==> config.mk <==
export PLATFORM = sky130hd
export DESIGN_NAME = memsync_assoc
export DESIGN_NICKNAME = d
export VERILOG_FILES = /design/src/rtl/memsync_assoc.sv
export SDC_FILE = /design/constraint.sdc
export NUM_CORES = 2
export LEC_CHECK = 0
export BUFFER_PORTS_ARGS = -buffer_cell sky130_fd_sc_hd__buf_2
export CAP_MARGIN = 20
export CORE_ASPECT_RATIO = 1.4
export CORE_MARGIN = 10
export CORE_UTILIZATION = 53
export CTS_CLUSTER_DIAMETER = 100
export CTS_CLUSTER_SIZE = 30
export DETAILED_ROUTE_END_ITERATION = 8
export PLACE_DENSITY_LB_ADDON = 0.05
export SLEW_MARGIN = 20
export SYNTH_ARGS = -nofsm -noshare
export SYNTH_HDL_FRONTEND = slang
export SYNTH_SLANG_ARGS = --single-unit
==> constraint.sdc <==
create_clock -name clk -period 9.4 [get_ports clk]
set_clock_uncertainty 0.2 [all_clocks]
set_input_delay 0.94 -clock clk [delete_from_list [all_inputs] [get_ports clk]]
set_output_delay 0.94 -clock clk [all_outputs]
set_load 0.03 [all_outputs]
==> src/rtl/memsync_assoc.sv <==
// memsync_assoc: tag/state controller for an N-way set-associative row cache.
// Per set it keeps valid/dirty/tag per way plus true-LRU ages. A lookup that
// hits returns the cache row {set, way} one cycle later; a miss stalls the
// requester, writes back a dirty victim, fetches the new row through the
// sync handshake, then returns the cache row of the installed line.
//
// Ports:
//   clk     in   clock, rising edge
//   rst     in   synchronous active-high reset
//   RD      in   read request (level, held until served)
//   WR      in   write request (level); RD&WR is treated as WR
//   RowId   in   requested backing-memory row
//   sync    in   one-cycle ack completing the current wb or fetch
//   cRowId  out  cache row serving the request = {set, way}
//   stall   out  requester must hold RD/WR/RowId
//   hit     out  last lookup hit
//   wb      out  write-back in progress
//   fetch   out  row fetch in progress
//   mRowId  out  backing row for the current wb or fetch
module memsync_assoc #(
  parameter int unsigned CHWIDTH   = 6,
  parameter int unsigned WAYWIDTH  = 2,
  parameter int unsigned ADDRWIDTH = 17
) (
  input  logic                 clk,
  input  logic                 rst,
  input  logic                 RD,
  input  logic                 WR,
  input  logic [ADDRWIDTH-1:0] RowId,
  input  logic                 sync,
  output logic [CHWIDTH-1:0]   cRowId,
  output logic                 stall,
  output logic                 hit,
  output logic                 wb,
  output logic                 fetch,
  output logic [ADDRWIDTH-1:0] mRowId
);

  localparam int unsigned WAYS = 1 << WAYWIDTH;
  localparam int unsigned SETW = CHWIDTH - WAYWIDTH;
  localparam int unsigned SETS = 1 << SETW;
  localparam int unsigned TAGW = ADDRWIDTH - SETW;
  // Way index / age fields need at least one bit even when direct-mapped.
  localparam int unsigned WAYW = (WAYWIDTH > 0) ? WAYWIDTH : 1;
  localparam int unsigned AGEW = WAYW;

  typedef enum logic [1:0] {
    S_IDLE = 2'd0,
    S_WB   = 2'd1,
    S_FILL = 2'd2
  } state_e;

  typedef logic [WAYS-1:0][AGEW-1:0] age_row_t;

  // State and storage
  state_e                                  state_q, state_d;
  logic                                    hit_q, hit_d;
  logic                                    stall_q, stall_d;
  logic                                    wb_q, wb_d;
  logic                                    fetch_q, fetch_d;
  logic [CHWIDTH-1:0]                      crow_q, crow_d;
  logic [ADDRWIDTH-1:0]                    mrow_q, mrow_d;
  logic [ADDRWIDTH-1:0]                    lrow_q, lrow_d;
  logic                                    lwr_q, lwr_d;
  logic [WAYW-1:0]                         victim_q, victim_d;
  logic [SETS-1:0][WAYS-1:0]               valid_q, valid_d;
  logic [SETS-1:0][WAYS-1:0]               dirty_q, dirty_d;
  logic [SETS-1:0][WAYS-1:0][TAGW-1:0]     tag_q, tag_d;
  logic [SETS-1:0][WAYS-1:0][AGEW-1:0]     age_q, age_d;

  // Request decode and lookup results
  logic [SETW-1:0] req_set;
  logic [TAGW-1:0] req_tag;
  logic [SETW-1:0] lset;
  logic [TAGW-1:0] ltag;
  logic            req;
  logic            hit_any;
  logic [WAYW-1:0] hit_way;
  logic            inv_any;
  logic [WAYW-1:0] inv_way;
  logic [WAYW-1:0] lru_way;
  logic [WAYW-1:0] victim_way;

  assign req     = RD | WR;
  assign req_set = RowId[SETW-1:0];
  assign req_tag = RowId[ADDRWIDTH-1:SETW];
  assign lset    = lrow_q[SETW-1:0];
  assign ltag    = lrow_q[ADDRWIDTH-1:SETW];

  // Cache row {set, way}; the way field vanishes when direct-mapped.
  function automatic logic [CHWIDTH-1:0] crow_of(input logic [SETW-1:0] s,
                                                 input logic [WAYW-1:0] w);
    logic [SETW+WAYW-1:0] cat;
    cat = {s, w};
    return CHWIDTH'(cat >> (WAYW - WAYWIDTH));
  endfunction

  // Make way w most recent: everything younger than it ages by one.
  function automatic age_row_t lru_touch(input age_row_t a, input logic [WAYW-1:0] w);
    age_row_t r;
    r = a;
    for (int v = 0; v < int'(WAYS); v++) begin
      if (a[v] < a[w]) r[v] = a[v] + AGEW'(1);
    end
    r[w] = '0;
    return r;
  endfunction

  // Tag compare, lowest invalid way and LRU way for the requested set
  always_comb begin
    hit_any = 1'b0;
    hit_way = '0;
    inv_any = 1'b0;
    inv_way = '0;
    lru_way = '0;
    for (int w = int'(WAYS) - 1; w >= 0; w--) begin
      if (valid_q[req_set][w] && (tag_q[req_set][w] == req_tag)) begin
        hit_any = 1'b1;
        hit_way = WAYW'(w);
      end
      if (!valid_q[req_set][w]) begin
        inv_any = 1'b1;
        inv_way = WAYW'(w);
      end
      if (age_q[req_set][w] == AGEW'(WAYS - 1)) lru_way = WAYW'(w);
    end
    victim_way = inv_any ? inv_way : lru_way;
  end

  // Next-state, outputs and storage updates
  always_comb begin
    state_d  = state_q;
    hit_d    = 1'b0;
    stall_d  = stall_q;
    wb_d     = wb_q;
    fetch_d  = fetch_q;
    crow_d   = crow_q;
    mrow_d   = mrow_q;
    lrow_d   = lrow_q;
    lwr_d    = lwr_q;
    victim_d = victim_q;
    valid_d  = valid_q;
    dirty_d  = dirty_q;
    tag_d    = tag_q;
    age_d    = age_q;

    case (state_q)
      S_IDLE: begin
        if (req) begin
          if (hit_any) begin
            hit_d          = 1'b1;
            stall_d        = 1'b0;
            crow_d         = crow_of(req_set, hit_way);
            age_d[req_set] = lru_touch(age_q[req_set], hit_way);
            if (WR) dirty_d[req_set][hit_way] = 1'b1;
          end else begin
            lrow_d   = RowId;
            lwr_d    = WR;
            victim_d = victim_way;
            stall_d  = 1'b1;
            if (valid_q[req_set][victim_way] && dirty_q[req_set][victim_way]) begin
              state_d = S_WB;
              wb_d    = 1'b1;
              mrow_d  = {tag_q[req_set][victim_way], req_set};
            end else begin
              state_d = S_FILL;
              fetch_d = 1'b1;
              mrow_d  = RowId;
            end
          end
        end
      end

      S_WB: begin
        if (sync) begin
          wb_d                    = 1'b0;
          dirty_d[lset][victim_q] = 1'b0;
          state_d                 = S_FILL;
          fetch_d                 = 1'b1;
          mrow_d                  = lrow_q;
        end
      end

      S_FILL: begin
        if (sync) begin
          fetch_d                 = 1'b0;
          stall_d                 = 1'b0;
          crow_d                  = crow_of(lset, victim_q);
          valid_d[lset][victim_q] = 1'b1;
          tag_d[lset][victim_q]   = ltag;
          dirty_d[lset][victim_q] = lwr_q;
          age_d[lset]             = lru_touch(age_q[lset], victim_q);
          state_d                 = S_IDLE;
        end
      end

      default: begin
        state_d = S_IDLE;
      end
    endcase
  end

  // Registers; reset aborts any wb/fetch in flight
  always_ff @(posedge clk) begin
    if (rst) begin
      state_q  <= S_IDLE;
      hit_q    <= 1'b0;
      stall_q  <= 1'b0;
      wb_q     <= 1'b0;
      fetch_q  <= 1'b0;
      crow_q   <= '0;
      mrow_q   <= '0;
      lrow_q   <= '0;
      lwr_q    <= 1'b0;
      victim_q <= '0;
      valid_q  <= '0;
      dirty_q  <= '0;
      tag_q    <= '0;
      for (int s = 0; s < int'(SETS); s++) begin
        for (int w = 0; w < int'(WAYS); w++) begin
          age_q[s][w] <= AGEW'(w);
        end
      end
    end else begin
      state_q  <= state_d;
      hit_q    <= hit_d;
      stall_q  <= stall_d;
      wb_q     <= wb_d;
      fetch_q  <= fetch_d;
      crow_q   <= crow_d;
      mrow_q   <= mrow_d;
      lrow_q   <= lrow_d;
      lwr_q    <= lwr_d;
      victim_q <= victim_d;
      valid_q  <= valid_d;
      dirty_q  <= dirty_d;
      tag_q    <= tag_d;
      age_q    <= age_d;
    end
  end

  assign cRowId = crow_q;
  assign stall  = stall_q;
  assign hit    = hit_q;
  assign wb     = wb_q;
  assign fetch  = fetch_q;
  assign mRowId = mrow_q;

endmodule

==> metrics list <==
- Share of the synthesized area in the top cell type: 40.0%
- After synthesis, the most frequently instantiated cells are nand2_1, dfxtp_1, a21oi_1.
- Via count of the first global-routing pass: 47.0k
- Antenna Nets Post-Route: 0
- Synthesis produced 6780 cells.
* Number of enable-type register cells in the synthesized netlist: 0
* Final-layout fill cell count: 9968
- Die span in y: 408 um
- Among all stages on the critical path, the largest delay is contributed by nor2_1.
- Summed over all failing endpoints, the final setup total negative slack is 0 ps.
- Max stage delay on crit path: around 820 ps
- Time the worst path needs with I/O delays and setup: 7310 ps
* Bufs on Longest Clock Path: 3
- Leak: 0.0185 uW
- Of all nets on the critical path, the largest fanout is 65.
* Initial antenna violation count: 10
- Worst setup startpoint: RowId[1]
- VDD sags by at most 134 uV.
- Overall power consumption after layout is estimated at approximately 8700 uW.
* Iteration count of the initial detailed-routing pass: 6
- Yosys instantiated no cell more often than nand2_1.
- Main synth FF type: dfxtp_1
* Length in cells of the worst reg-to-reg path: 18
* Floorplan die width: slightly below 300 um
* Post-CTS repair timing setup buffer count: 0
- In the routed design, unresolved DRC markers number 0.
* Total of buffers placed on input and output ports: 48
* Capture point of the worst reg-to-reg path: age_q[26]$_SDFFE_PP1P_
* WL final: roughly 230 mm
- Entering global routing, the biggest net connects 223 pins.
- After Yosys synthesis, full adders, half adders and majority gates account for 0.352% of the synthesized area.
* Main combinational cell family by area after synthesis: simple AND/OR/NAND/NOR gates
- Total number of H-tree levels: 2
- Final std cell area, no fill: 58600 um^2
- Mux share of post-synthesis cell area: 16.4%
* Arr. time, crit path: 7630 ps
- Summing over every cut layer, the via total after detailed routing is 51.0k.
* TritonCTS clock tree: done
- Element type at the critical path start: input port
- Hpwl dp: approximately 150 mm
* Asr flop ratio synth: 0%
* Simple-gate share of the synthesized area: 20.1%
* Count of warnings emitted by yosys: 0
- For this design the ratio of total power to cell area is 148 nW/um^2.
* Count of endpoints failing hold in the final timing report: 0
* Type of the worst min-delay path: reg -> reg
* Number of rows created at floorplan: 142
* Number of pins with negative max-slew slack in the final report: 0
- Counting distinct cell types in the post-synthesis netlist gives 106.
- Cell area after technology mapping: 56900 um^2
- The worst setup path is captured at a flop.
* Sequential area share after synthesis: 40.0%
- When the netlist entered floorplanning its net count stood at 6818.
* Root Driver: clkbuf_16
* Initial Utilization: between 50% and 60%
- In this run, post-CTS repair resized a total of 0 instances.
- The worst setup path is of the in -> reg kind.
* Share of the clock period used by the worst path after layout: 77.8%
- Clk pin slew, worst setup/hold paths: 120 ps
- Counting buffers and inverters, the worst setup path is 20 cells deep.
* Mean area per synthesized cell: approximately 8.4 um^2
- Total of max-cap violations: 0
* Sequence of cells on the critical path: buf_8, buf_12, mux4_2, mux2i_1, xnor2_1, o32ai_1, o21ai_0, nor4_4, nand2b_1, or2_2, o22ai_1, nor3_1, buf_4, ha_1, nor3_1, a21oi_1, o21ai_0, a31oi_1, nor2_1, a221oi_1
* Compound-gate portion of the synthesized area: 16.7%
* Floorplan core area: 107000 um^2
- Weighted congestion at the end of routability-driven global placement: 1.04
- The first routing iteration left 6234 violations.
- CTS hold repair buffers: 0
* Largest area contributor in the synthesized netlist: dfxtp_1
* Required @ worst endpoint: 9720 ps
- Number of failing setup endpoints in the final timing report: 0
* Wire length of the first global-routing pass: approximately 330 mm
* Via-per-instance ratio: 6.50
- After detailed routing, the average wire length per cell comes to around 30 um.
- Inserted Clock Buffers: 45
- Hold is met by 257 ps.
* Top post-synthesis cells by area: dfxtp_1, nand2_1, mux4_2
* Final #Nets: 6436
- P&R area growth vs syn: 3.08%
- Overall die area: about 120000 um^2
- Once placement finished, the instance area stood at 57400 um^2.
* Transition time at the pin with the least slew margin: 1360 ps
- Clk Latency, worst-skew pair: just under 700 ps
- Summing the areas of all xor and xnor instances in the mapped netlist gives 0.908% of the synthesized area.
- I/O pin cnt: 49
- In this run the worst setup path terminates at age_q[26]$_SDFFE_PP1P_.
- Worst reg2reg startpoint: tag_q[527]$_SDFFE_PP0P_
- Clock sink total: 1137
* All-Layer GR Usage: 36.5%
* Worst setup slack for register-to-register paths: 3090 ps
* Worst path bufs/invs: 3
* Number of storage elements in the synthesis netlist: 1137
- Kind of cell adding the most delay to the critical path: simple AND/OR/NAND/NOR gates
- For this run the aggregate overflow at the end of global routing stands at 0.
* Setup repair after global routing missed its margin: false
* Outcome: finished clean
- Ratio of cells with drive above 1 in the final layout: 12.1%
- Headroom to the max-slew limit came out at 9.14%.
* Timing-limited maximum frequency: 137 MHz
-- cell families after synthesis --
family | after synthesis
and+or+nand+nor | 2821
buffers and inverters | 663
muxes | 567
adders and majority gates | 16
xor gates and xnor gates | 59
DFF | 1137
AOI/OAI and AO/OA | 1517
-- state kept, by name, summed over array words and instances (netlist names) --
| register | cells |
|---|---|
| fetch | 1 |
| stall | 1 |
| hit | 1 |
| valid_q | 64 |
| cRowId | 6 |
| lwr_q | 1 |
| dirty_q | 64 |
| victim_q | 2 |
| tag_q | 832 |
| age_q | 128 |
| mRowId | 17 |
| lrow_q | 17 |
| state_q | 2 |
| wb | 1 |
-- per-layer routing --
layer	vias to the layer above	track usage [%]	part of all wire, %
met5	-	0	0.040
met2	2735	57.4	45
li1	22700	-	-
met3	772	6.36	8.9
met1	24900	45.1	37
met4	14	25.8	8.4
-- worst min-delay path: stages, from the launching register on --
cell and delay, ps:
dfxtp_1 320, nand2_1 50, a21oi_1 50
-- through the flow --
stage                     worst slack (ps)  utilization (%)  std cells
after CTS                             2370             54.9       7845
final                                 2090             54.9       7847
after global routing                  1810             54.9       7846
after detailed placement              1620             53.7       7790
after floorplan                       3450                -       6780
after global placement                1700             53.7       7789
-- where the power goes --
| group | total (uW) | switching (uW) | leakage, uW | internal, uW |
|---|---|---|---|---|
| clock network | 2560 | 1630 | 0.000615 | 925 |
| logic | 1160 | 844 | 0.00867 | 316 |
| registers | 4940 | 65.4 | 0.00918 | 4870 |
-- worst min path at each step --
stage,from,cells past startpoint,end
2_1_floorplan,tag_q[117]$_SDFFE_PP0P_,2,tag_q[117]$_SDFFE_PP0P_
3_3_place_gp,tag_q[831]$_SDFFE_PP0P_,2,tag_q[831]$_SDFFE_PP0P_
3_5_place_dp,tag_q[109]$_SDFFE_PP0P_,2,tag_q[109]$_SDFFE_PP0P_
4_1_cts,tag_q[109]$_SDFFE_PP0P_,2,tag_q[109]$_SDFFE_PP0P_
5_1_grt,tag_q[172]$_SDFFE_PP0P_,2,tag_q[172]$_SDFFE_PP0P_
6_report,tag_q[61]$_SDFFE_PP0P_,2,tag_q[61]$_SDFFE_PP0P_
-- layout make-up --
type	instances	area [um^2]	share of cell area (%)
timing repair buffer	204	1570	2.67
antenna	1	2.50	0.00427
clock inverter	8	88.8	0.151
sequential	1137	22800	38.8
tap	1440	1800	3.07
inverter	30	114	0.194
clock buffer	47	1180	2.01
multi-input combinational	4980	31100	53.1
-- layout by cell type (no fill, tap or decap), types with 8 or more instances in the layout --
cell | netlist | final
nor3_1 | 103 | 96
or2_2 | 14 | 14
xnor2_1 | 50 | 50
buf_12 | 3 | 9
buf_4 | 26 | 148
nor3_2 | 3 | 8
nor2b_1 | 19 | 15
a22oi_1 | 37 | 37
a221oi_1 | 55 | 55
buf_2 | 46 | 43
and2_1 | 23 | 21
mux2_2 | 46 | 46
o31ai_1 | 15 | 15
o22ai_1 | 21 | 21
mux2i_1 | 234 | 234
a311oi_1 | 20 | 20
a21oi_1 | 1004 | 1004
a221oi_2 | 12 | 12
nor2_2 | 4 | 22
dfxtp_2 | 0 | 15
clkbuf_16 | 0 | 47
nor2_1 | 434 | 416
nand2b_1 | 18 | 18
inv_1 | 25 | 24
xor2_1 | 9 | 9
o21bai_1 | 65 | 65
ha_1 | 16 | 15
nand2_1 | 1941 | 1941
dfxtp_1 | 1137 | 1122
o21ai_0 | 66 | 65
a211oi_1 | 63 | 63
a311oi_2 | 50 | 50
mux4_2 | 283 | 283
nand3_1 | 206 | 206
a22o_1 | 11 | 11
No activity file was read; power rests on OpenSTA's default activity.
